### config.mk
export PLATFORM = sky130hd
export DESIGN_NAME = sb_unpack_ctrl
export DESIGN_NICKNAME = d
export VERILOG_FILES = /design/src/rtl/sb_unpack_ctrl.sv
export SDC_FILE = /design/constraint.sdc
export NUM_CORES = 1
export LEC_CHECK = 0
export ABC_AREA = 1
export BUFFER_PORTS_ARGS = -buffer_cell sky130_fd_sc_hd__buf_2
export CAP_MARGIN = 30
export CORE_ASPECT_RATIO = 0.6
export CORE_MARGIN = 3
export CORE_UTILIZATION = 40
export DETAILED_ROUTE_END_ITERATION = 8
export GPL_ROUTABILITY_DRIVEN = 0
export PLACE_DENSITY = 0.68
export SYNTH_ARGS = -nofsm -noshare
export SYNTH_HDL_FRONTEND = slang
export SYNTH_SLANG_ARGS = --single-unit
### constraint.sdc
create_clock -name clk -period 6.7 [get_ports clk]
set_input_delay 1.005 -clock clk [delete_from_list [all_inputs] [get_ports clk]]
set_output_delay 1.005 -clock clk [all_outputs]
set_load 0.05 [all_outputs]
### src/rtl/sb_unpack_ctrl.sv
// rtl/sb_unpack_ctrl.sv - sequencer for the synapse-buffer unpacker datapath
//
// Fetches packed words into the unpacker's two-row register and, each cycle
// that enough bits are resident, presents one P-bit weight. The shift and mask
// are valid in the same cycle the unpacker register holds the data.
//
// Ports:
//   clk, rst      clock, synchronous active-high reset
//   i_start       start pulse (sampled in IDLE only)
//   i_prec        weight precision P (0 or >16 means 16), latched at start
//   i_count       number of weights, latched at start
//   o_rd_req      one-cycle read request for the next packed word
//   i_rd_valid    read data valid this cycle on the unpacker input
//   o_load        row-load strobe (01 = row0, 10 = row1), same cycle as i_rd_valid
//   o_s           rotate amount (bit pointer) to the unpacker
//   o_z           zero-extension mask, low P bits set
//   o_out_valid   unpacker output holds a valid weight this cycle
//   o_busy        high from the cycle after start until done
//   o_done        one-cycle pulse after the last weight

module sb_unpack_ctrl #(
    parameter int BIT_WIDTH  = 16,
    parameter int SHIFT_BITS = 5,
    parameter int CNT_BITS   = 16
) (
    input  logic                  clk,
    input  logic                  rst,
    input  logic                  i_start,
    input  logic [4:0]            i_prec,
    input  logic [CNT_BITS-1:0]   i_count,
    output logic                  o_rd_req,
    input  logic                  i_rd_valid,
    output logic [1:0]            o_load,
    output logic [SHIFT_BITS-1:0] o_s,
    output logic [BIT_WIDTH-1:0]  o_z,
    output logic                  o_out_valid,
    output logic                  o_busy,
    output logic                  o_done
);

    localparam int LG     = $clog2(BIT_WIDTH);
    localparam int PROD_W = CNT_BITS + LG;

    typedef enum logic [1:0] {IDLE, RUN, DONE} state_t;

    state_t                state;
    logic [4:0]            prec;
    logic [SHIFT_BITS-1:0] ptr;
    logic [1:0]            full;
    logic [CNT_BITS-1:0]   cnt_left;
    logic [CNT_BITS-1:0]   words_total;
    logic [CNT_BITS-1:0]   words_req;
    logic                  outstanding;
    logic                  pend_row;
    logic                  next_row;
    logic [SHIFT_BITS-1:0] s_last;
    logic [BIT_WIDTH-1:0]  z_last;

    logic [4:0]            prec_eff;
    logic [PROD_W-1:0]     prod;
    logic [PROD_W-1:0]     prod_rnd;
    logic [CNT_BITS-1:0]   start_words;
    logic                  cur_row;
    logic [SHIFT_BITS-1:0] span_sum;
    logic                  spans;
    logic                  emit;
    logic [SHIFT_BITS-1:0] ptr_next;
    logic [1:0]            vac_mask;
    logic                  load_fire;
    logic [1:0]            load_mask;
    logic [1:0]            full_after;
    logic                  req_ok;
    logic [BIT_WIDTH-1:0]  zmask;

    always_comb begin
        prec_eff = ((i_prec == 5'd0) || (i_prec > 5'(BIT_WIDTH))) ? 5'(BIT_WIDTH) : i_prec;
        prod     = PROD_W'(i_count) * PROD_W'(prec_eff);
        prod_rnd = prod + PROD_W'(BIT_WIDTH - 1);
        start_words = CNT_BITS'(prod_rnd >> LG);
    end

    always_comb begin
        zmask = '0;
        for (int i = 0; i < BIT_WIDTH; i++) begin
            zmask[i] = (i < int'(prec));
        end
    end

    always_comb begin
        cur_row  = ptr[SHIFT_BITS-1];
        // Offset within the current row plus P; beyond one row means the
        // weight also reaches into the other row.
        span_sum = {1'b0, ptr[SHIFT_BITS-2:0]} + SHIFT_BITS'(prec);
        spans    = (span_sum > SHIFT_BITS'(BIT_WIDTH));
        emit     = !rst && (state == RUN) && full[cur_row] && (!spans || full[~cur_row]);
        ptr_next = ptr + SHIFT_BITS'(prec);

        vac_mask = 2'b00;
        if (emit && (ptr_next[SHIFT_BITS-1] != cur_row)) begin
            vac_mask = cur_row ? 2'b10 : 2'b01;
        end

        load_fire = !rst && i_rd_valid && outstanding;
        load_mask = 2'b00;
        if (load_fire) begin
            load_mask = pend_row ? 2'b10 : 2'b01;
        end

        // Look ahead: a read completing or a row being vacated this cycle
        // frees the fetch path now, which keeps P <= 8 streaming bubble-free.
        full_after = full & ~vac_mask;
        req_ok     = (state == RUN) && (!outstanding || load_fire) &&
                     (words_req < words_total) && !full_after[next_row];
    end

    assign o_load      = load_mask;
    assign o_out_valid = emit;
    assign o_s         = rst ? '0 : (emit ? ptr : s_last);
    assign o_z         = rst ? '0 : (emit ? zmask : z_last);

    always_ff @(posedge clk) begin
        if (rst) begin
            state       <= IDLE;
            prec        <= 5'd0;
            ptr         <= '0;
            full        <= 2'b00;
            cnt_left    <= '0;
            words_total <= '0;
            words_req   <= '0;
            outstanding <= 1'b0;
            pend_row    <= 1'b0;
            next_row    <= 1'b0;
            s_last      <= '0;
            z_last      <= '0;
            o_rd_req    <= 1'b0;
            o_busy      <= 1'b0;
            o_done      <= 1'b0;
        end else begin
            o_rd_req <= 1'b0;
            o_done   <= 1'b0;
            case (state)
                IDLE: begin
                    if (i_start) begin
                        prec        <= prec_eff;
                        cnt_left    <= i_count;
                        words_total <= start_words;
                        words_req   <= '0;
                        ptr         <= '0;
                        full        <= 2'b00;
                        outstanding <= 1'b0;
                        next_row    <= 1'b0;
                        if (i_count == '0) begin
                            state  <= DONE;
                            o_done <= 1'b1;
                        end else begin
                            state  <= RUN;
                            o_busy <= 1'b1;
                        end
                    end
                end
                RUN: begin
                    full <= (full | load_mask) & ~vac_mask;
                    if (load_fire) begin
                        outstanding <= 1'b0;
                    end
                    if (req_ok) begin
                        o_rd_req    <= 1'b1;
                        outstanding <= 1'b1;
                        pend_row    <= next_row;
                        next_row    <= ~next_row;
                        words_req   <= words_req + 1'b1;
                    end
                    if (emit) begin
                        ptr      <= ptr_next;
                        cnt_left <= cnt_left - 1'b1;
                        s_last   <= ptr;
                        z_last   <= zmask;
                        if (cnt_left == CNT_BITS'(1)) begin
                            state  <= DONE;
                            o_busy <= 1'b0;
                            o_done <= 1'b1;
                        end
                    end
                end
                DONE: begin
                    state <= IDLE;
                end
                default: begin
                    state <= IDLE;
                end
            endcase
        end
    end

    // A row is only re-requested once it is empty, so it can never be
    // loaded and vacated in the same cycle.
    always_ff @(posedge clk) begin
        if (!rst) begin
            assert ((load_mask & vac_mask) == 2'b00);
        end
    end

endmodule

# Word-level counts from Yosys, hierarchy flattened
# Cells that the tools add are included.
# W data, S select, Z words.
word_totals:
  reg_bits: 89
  in_bits: 25
  out_inout_bits: 27
  elab_cells: 136
op_classes:
  add_sub_neg: 5
  mul: 1
  n_lt_le_gt_ge: 22
  eq_ne: 9
  muxes: 48
  bitwise: 7
  reduce_logical: 29
op_table:
  columns: ["cell", "count"]
  rows:
  - ["$mux W16", 6]
  - ["$pmux W16 S2", 2]
  - ["$lt A4 B5 Y1 const A", 8]
  - ["$mux W5", 5]
  - ["$add A20 B4 Y20 const B", 1]
  - ["$lt A3 B5 Y1 const A", 4]
  - ["$mul A16 B5 Y20", 1]
  - ["$mux W1", 19]
  - ["$mux W2", 9]
  - ["$add A16 B1 Y16 const B", 1]
  - ["$eq A16 B1 Y1 const B", 1]
  - ["$logic_not A16 Y1", 1]
  - ["$lt A16 B16 Y1", 1]
  - ["$sub A16 B1 Y16 const B", 1]
  - ["$reduce_and A3 Y1", 4]
  - ["$gt A5 B5 Y1 const B", 2]
  - ["$lt A1 B5 Y1 const A", 2]
  - ["$lt A2 B5 Y1 const A", 2]
  - ["$pmux W5 S2", 1]
  - ["$logic_and A1 B1 Y1", 9]
  - ["$ne A2 B2 Y1 const B", 4]
  - ["$pmux W1 S2", 4]
  - ["$pmux W2 S2", 2]
  - ["$lt A1 B2 Y1 const B", 3]
  - ["18 further kinds", 28]

# Depth between registers and ports, before layout
# Gate-level depths: netlist of run 1.
logic_depth:
  ltp_word: 15
  mapped_depth: 25
  mapped_depth_nobuf: 24

# Worst setup path after synthesis of run 1
# OpenSTA, ideal clock, no wires.
synth_timing:
  path_kind: "input to register"
  from: "in i_prec[3]"
  to: "reg words_total[15]"
  setup_time_ns: 0.056
  arrival_ns: 5.120
  required_ns: 6.644
  slack_ns: 1.525
  path_stages: 24
  n_path_buf: 1
  cell_sequence: "inv_1 nand4_1 ha_1 nor2_1 inv_1 clkbuf_1 nor2_1 fa_1 fa_1 inv_1 fa_1 inv_1 ha_1 a21oi_1 a21boi_0 nor2_1 nor2_1 nand2_1 nand2_1 nand2_1 or2_2 nand3_1 nand2_1 inv_1"
synth_via:
  elab_chain_cells: 5
  elab_cells_between_ends: 6
  cone_classes: "1 x add/sub; 1 x mul; 1 x order compare; 1 x mux; 2 x reduce/logical"
synth_rtl:
  columns: ["element", "line", "text"]
  rows:
  - ["start: declaration", "29", "input logic [4:0] i_prec,"]
  - ["$gt A5 B5 Y1 or $logic_not A5 Y1 (tied branches)", "76", "prec_eff = ((i_prec == 5'd0) || (i_prec > 5'(BIT_WIDTH))) ? 5'(BIT_WIDTH) : i_prec;"]
  - ["$logic_or A1 B1 Y1", "76", null]
  - ["$mux W5 (*)", "76", null]
  - ["$mul A16 B5 Y20 (*)", "77", "prod = PROD_W'(i_count) * PROD_W'(prec_eff);"]
  - ["$add A20 B4 Y20 (*)", "78", "prod_rnd = prod + PROD_W'(BIT_WIDTH - 1);"]
  - ["end signal: assignment", "146", "words_total <= start_words;"]
  - ["end: declaration", "51", "logic [CNT_BITS-1:0] words_total;"]
# Mark *: on every way between the ends. The rest lies on a longest branch, timed or not.
# A chain may end at the register's enable or synchronous reset.

# Worst setup path in the final report of run 1
layout_timing:
  from: "in i_prec[3]"
  to: "reg words_total[14]"
# Same word-level chain as after synthesis.

==> results of run 1 <==
-- state kept, by name, summed over array words and instances, names as in the netlist, 2 cells and up --
name	flops
s_last	5
words_req	16
prec	5
state	2
z_last	16
cnt_left	16
ptr	5
words_total	16
full	2
-- stage by stage --
stage          power (W)  hold WS [ns]  area, um^2  setup slack (ns)  instances
2_1_floorplan   0.001248        0.4501        7665             1.525       1119
3_3_place_gp    0.001422        0.4606        8085             1.186       1378
3_5_place_dp    0.001433        0.4637        8085             1.004       1378
4_1_cts         0.001948        0.4748        8373             1.371       1394
5_1_grt         0.002111        0.4996        8373            0.8699       1394
6_report        0.001945        0.4737        8373             1.345       1394
-- cells in the mapped netlist --
master,n,area (um^2)
fa_1,45,900.9
o21ai_2,2,17.52
or2_2,5,31.28
xor2_1,24,210.2
a211oi_1,13,97.59
or2_1,1,6.260
a31oi_1,11,68.82
dfxtp_1,89,1782
inv_2,2,7.510
nand3_1,59,295.3
buf_6,2,22.52
o311ai_0,1,8.760
nor3_1,13,65.06
nand2b_1,1,6.260
clkinv_1,1,3.750
a311oi_1,4,35.03
nand3_2,1,10.01
a221oi_1,1,8.760
nand3b_1,2,15.01
ha_1,59,738.2
nand2_2,3,18.77
a21oi_1,109,545.5
o21bai_1,3,22.52
o21ai_0,56,280.3
nor2_1,156,585.6
a21boi_0,1,7.510
o21ai_1,1,5.000
nor2_4,2,22.52
and2_1,1,6.260
a211oi_4,1,20.02
nand4_1,12,75.07
clkbuf_1,26,97.59
nor4_1,8,50.05
nand2_1,183,686.9
buf_4,3,22.52
o21a_1,1,7.510
xnor2_1,7,61.31
a21o_1,1,7.510
o211ai_1,3,22.52
a31o_2,1,8.760
buf_2,6,30.03
inv_1,198,743.2
nor3b_1,1,7.510
-- worst max-delay path, stage by stage --
cell and delay (ns):
buf_2 0.10, inv_1 0.06, nand4_1 0.13, ha_1 0.31, nor2_1 0.34, inv_1 0.31
nor2_1 0.20, fa_1 0.46, fa_1 0.55, inv_1 0.05, fa_1 0.52, inv_1 0.04
ha_1 0.35, a21oi_1 0.30, o21ai_0 0.20, a221oi_1 0.35, nand2_1 0.10, nand2_1 0.07
nand3_1 0.06, nand2_1 0.06, inv_1 0.04
-- cell type report --
| type | count | area share (%) |
|---|---|---|
| clock inverters | 5 | 0.5380 |
| repair buffers | 56 | 3.497 |
| clock buffers | 11 | 2.899 |
| inverters | 201 | 9.011 |
| multi-input cells | 792 | 59.19 |
| flip-flops and latches | 89 | 21.28 |
| well taps | 240 | 3.586 |
-- path summary, 6_finish.rpt --
kind	end	slack (ns)	cells past startpoint
setup / recovery	words_total[14]$_SDFFE_PP0P_	1.34	21
hold / removal	z_last[6]$_SDFFE_PP0P_	0.47	2
setup reg to reg	cnt_left[14]$_SDFFE_PP0P_	2.88	11
hold reg to reg	z_last[6]$_SDFFE_PP0P_	0.47	2
-- power by group through the flow --
stage | logic (W) | clock network, W | registers (W)
floorplan | 0.000611 | 0 | 0.000637
global placement | 0.000779 | 0 | 0.000643
detailed placement | 0.000790 | 0 | 0.000643
CTS | 0.000797 | 0.000519 | 0.000632
global route | 0.000927 | 0.000543 | 0.000641
finish | 0.000803 | 0.000509 | 0.000633
-- logic make-up after synthesis --
logic type	share of synthesized area, %
xor+xnor	3.542
simple gates	24.55
flops	23.25
buf+inv	12.10
compound gates	15.18
fa+ha+maj	21.38
-- routing by layer --
metal,wire [um],GRT usage (%),vias up
li1,-,-,3633
met1,10740,31.79,3337
met2,7959,27.96,220
met3,1343,4.208,26
met4,248,4.046,0
met5,0,0,-
==> run summary, run 1 <==
run status = complete, no violations
total negative slack = 0 ns
syn avg cell area = 6.850 um^2
# clock sinks = 89
Post-CTS Hold Fix Bufs = 0
hold path start = z_last[6]$_SDFFE_PP0P_
Yosys Warn Count = 0
I/O Buffers = 51
register area share after synthesis = 23.25%
Multi-input gate area = 0.004956 mm^2
CTS H-tree lvls = 3
Worst Tran Pin Value = 0.9546 ns
Clk Tree Root Cell = clkbuf_16
Clock Latency Late Sink = 0.36 ns
Reg area = 0.001782 mm^2
Max Cap Viol = 0
CTS resizes = 0
post-CTS repair timing setup buffer count = 0
Slew Limit Fails = 0
reg2reg start = prec[0]$_SDFFE_PP0P_
most frequent cells in the layout = 198 x inv_1, 183 x nand2_1, 156 x nor2_1, 109 x a21oi_1, 89 x dfxtp_1
fin crit period = 5.355 ns
final wirelength = 20290 um
Syn Nets = 1248
RSZ-0062 raised after global routing = false
chip width = 184.7 um
relative slew slack = 36.29%
Max VDD drop = 0.1314 mV
Final ANT Viol Nets = 0
Reg clk slew, reported paths = 0.07 ns
Fillers = 1899
GRT Resource Usage Total = 20.14%
sw frac = 42.65%
Site Rows = 38
Cell Area, Synth = 0.007665 mm^2
Fin Clk Skew = 0.01066 ns
synthesized netlist cell count = 1119
Worst setup EP type = flop
Die Footprint = 0.02091 mm^2
Tcrit/Tclk final = 79.93%
WP data required = 6.96 ns
Area Growth Syn to Fin = 9.239%
Max Buffers Root-to-Sink = 2
net load switching power = 0.0008293 W
crit path from = i_prec[3]
crit path kind = in -> reg
CP Max Fanout = 12
Final Hold Fails = 0
P_int = 0.001115 W
CTS buffer count = 9
Final setup viols = 0
Clock Power Share = 26.2%
largest net degree at the start of global routing = 51
Top Ports = 52
post-synthesis register bit count = 89
Seq pwr share = 32.5%
vias in the first global route = 6813
PwrDens = 232.3 mW/mm^2
Netlist cell types = 43
Fmax achieved = 0.1867 GHz
CP startpoint kind = input port
Initial Util = 41.55%
DR vias/cell = 5.176
grt total ovfl = 0
Logic pwr share = 41.3%
via count = 7216
routed len/inst = 14.56 um
Ant. Diodes = 0
Leakage = 4.079 nW
crit path DAT = 5.62 ns
hpwl dp = 15550 um
initial antenna violation count = 0
first-pass GRT wire length = 34320 um
most common cell after layout, fill and taps aside = inv_1
Die Y = 113.2 um
DRT Pass-1 Iters = 5
HP Class = reg -> reg
CTS tree = built
Iteration-0 DRC Markers = 607
Core Area = 0.01845 mm^2
share of layout cells above drive strength 1 = 7.626%
final net count = 1278
drt drc = 0
Core Util, Final = 45.39%
Note: power is estimated with default switching activity, not from simulation.
==> run 2, diff against run 1 <==
- ABC_AREA: 1 -> 0
- clock period: 6.7 -> 5.2 ns (I/O delays scaled with it)
==> run 2 against run 1 <==
First-iteration DRC count is 13% lower. Hold slack got worse by 0.022 ns. Combinational power up 1%. Largest cell class unchanged. Critical path depth is the same. Clock-buffer cell count shrank 2. Routed wire length fell by 12%. Flip-flop and latch count stayed put. Die area decreased by 5.4%. Total power rose by 17%. Setup slack got worse by 1.3 ns. Global-route usage fell by 1.8 points. Highest routed layer unchanged. Critical path type unchanged. Largest power group unchanged.
==> run summary, run 2 <==
share of the synthesized area in the top cell type = 24.63%
register area share after synthesis = 24.63%
Max Cap Viol = 0
Fin Clk Skew = 0.01314 ns
WP buf/inv = 6
Cell Area, Placed = 0.008108 mm^2
Leakage = 3.720 nW
DP Cell Count = 1197
Max Buffers Root-to-Sink = 2
Reg clk slew, reported paths = 0.07 ns
DR vias/cell = 5.186
fin crit period = 5.160 ns
Post-CTS Hold Fix Bufs = 0
RSZ-0062 raised after global routing = true
share of layout cells above drive strength 1 = 16.73%
Fillers = 1700
final wirelength = 17780 um
most frequent cells after synthesis = 96 x inv_1, 89 x dfxtp_1, 86 x nor2_1
DRT Pass-1 Iters = 6
Final setup viols = 0
top cells by area, synth = dfxtp_1 25%, fa_1 12%, ha_1 10%
Netlist cell types = 58
final net count = 1111
post-synthesis async set-or-reset flop share = 0%
Slew Limit Fails = 0
CTS tree = built
relative slew slack = 47.09%
CTS H-tree lvls = 3
largest net degree at the start of global routing = 74
dominant synthesized flop cell = dfxtp_1
synthesized netlist cell count = 905
I/O Buffers = 51
Largest stage delay, worst path = 0.55 ns
Cell Area, Synth = 0.007233 mm^2
drt drc = 0
final instance area = 0.008592 mm^2
Syn Nets = 1034
Initial Util = 41.55%
most common cell after layout, fill and taps aside = inv_1
PwrDens = 264.6 mW/mm^2
Top Ports = 52
Overall Power = 0.002273 W
slowest cell on the critical path = or4_4
Final Hold Fails = 0
Area Growth Syn to Fin = 18.79%
critical path cell sequence = buf_6 > or4_4 > ha_4 > nor2b_4 > buf_12 > buf_6 > and2_4 > fa_1 > ha_1 > inv_1 > fa_1 > inv_1 > ha_1 > nor4bb_4 > and4_1 > or2_4 > a211oi_4 > o21ai_2 > buf_4 > or3_4 > a32o_1
Die Y = 110.2 um
GRT Resource Usage Total = 18.30%
Worst setup EP type = flop
Site Rows = 37
syn avg cell area = 7.992 um^2
Clk Tree Root Cell = clkbuf_16
HP Class = reg -> reg
initial antenna violation count = 0
most frequent cells in the layout = 93 x inv_1, 89 x dfxtp_1, 85 x nor2_1, 82 x nand2_1, 63 x a21oi_1
vias in the first global route = 5961
non-filler cells, final = 1220
Worst Tran Pin Value = 0.7876 ns
routed len/inst = 14.57 um
CP Max Fanout = 4
chip width = 179.6 um
# clock sinks = 89
grt total ovfl = 0
Die Footprint = 0.01979 mm^2
WP data required = 5.44 ns
Post-synth EDFFs = 0
CTS buffer count = 9
Iteration-0 DRC Markers = 526
Yosys Warn Count = 0
crit path kind = in -> reg
CP startpoint kind = input port
post-synthesis register bit count = 89
cell taking the most area after synthesis = dfxtp_1
Fmax achieved = 0.1938 GHz
Core Area = 0.01741 mm^2
most frequent cell after synthesis = inv_1
Core Util, Final = 49.36%
via count = 6327
first-pass GRT wire length = 29830 um
Final ANT Viol Nets = 0
Max VDD drop = 0.1354 mV
run status = complete, no violations
Tcrit/Tclk final = 99.24%
crit path DAT = 5.40 ns
Ant. Diodes = 0
Clock Latency Late Sink = 0.35 ns
delay-heaviest family, CP = adder cells
hpwl dp = 13310 um
[run 2: changes by cell type after synthesis, sizes merged, moves of 11 or more]
| cell | delta |
|---|---|
| inv | -103 |
| nand2 | -103 |
| nor2 | -72 |
| and2 | +56 |
| a21oi | -45 |
| nand3 | -37 |
| nor2b | +23 |
| o21ai | -22 |
| xor2 | -19 |
| or3 | +16 |
| a311oi | +15 |
| nand2b | +13 |
| or4 | +11 |
[run 2: worst register-to-register path, delay by kind of cell, from the launching register on]
family                     cells  cell delay, ns
AOI/OAI and AO/OA              3            0.68
and+or+nand+nor                5            1.84
DFF                            1            0.68
adders and majority gates      1            0.54
[run 2: kinds of logic after synthesis]
group / Yosys count / synth area share [%]
AO/OA/AOI/OAI: 183 / 16.35
XOR/XNOR: 12 / 1.453
adder cells (fa/ha/maj): 104 / 22.66
buffers and inverters: 140 / 7.421
flip-flops: 89 / 24.63
multiplexers: 9 / 1.263
AND/OR/NAND/NOR: 368 / 26.22
[run 2: power breakdown]
group	leakage [nW]	internal [W]	switching, W
sequential	0.724	0.000722	0.0000323
clock	0.158	0.000422	0.000285
combinational	2.84	0.000374	0.000438
total	3.72	0.00152	0.000755
[run 2: what timing repair did]
item / CTS / global route
cloned: 1 / 0
pin swaps: 0 / 28
gates resized for setup: 0 / 24
setup buffers: 0 / 7
setup endpoints to repair: 2 / 8
endpoints found under the hold margin: 0 / 0
[run 2: final timing paths]
check	cells past startpoint	start	slack, ns	end
hold reg to reg	2	words_total[0]$_SDFFE_PP0P_	0.45	words_total[0]$_SDFFE_PP0P_
setup / recovery	21	i_prec[1]	0.04	words_total[12]$_SDFFE_PP0P_
setup reg to reg	9	prec[1]$_SDFFE_PP0P_	1.41	words_req[9]$_SDFFE_PP0P_
hold / removal	2	words_total[0]$_SDFFE_PP0P_	0.45	words_total[0]$_SDFFE_PP0P_
[run 2: layout make-up]
cell class / instances / area (um^2) / share of cell area [%]
Clock buffer: 9 / 225.2 / 2.621
Sequential cell: 89 / 1782 / 20.74
Multi-Input combinational cell: 677 / 5106 / 59.43
Inverter: 97 / 364.1 / 4.238
Clock inverter: 6 / 90.09 / 1.048
Tap cell: 234 / 292.8 / 3.408
Timing Repair Buffer: 108 / 732.0 / 8.519
[run 2: per-layer routing]
layer  wire, um  GRT usage, %  share of wire [%]
met5          0             0                  0
met4         89         3.144               0.50
met3       1060         4.295                6.0
met2       6959         26.15                 39
met1       9673         28.11                 54
[run 2: through the flow]
stage | setup WS, ns | TNS (ns) | hold WS [ns]
2_1_floorplan | 0.0001550 | 0 | 0.4198
3_3_place_gp | -0.3132 | -2.331 | 0.4414
3_5_place_dp | -0.3934 | -2.897 | 0.4481
4_1_cts | 0.03293 | 0 | 0.4558
5_1_grt | -0.1403 | -0.4492 | 0.4815
6_report | 0.03953 | 0 | 0.4516
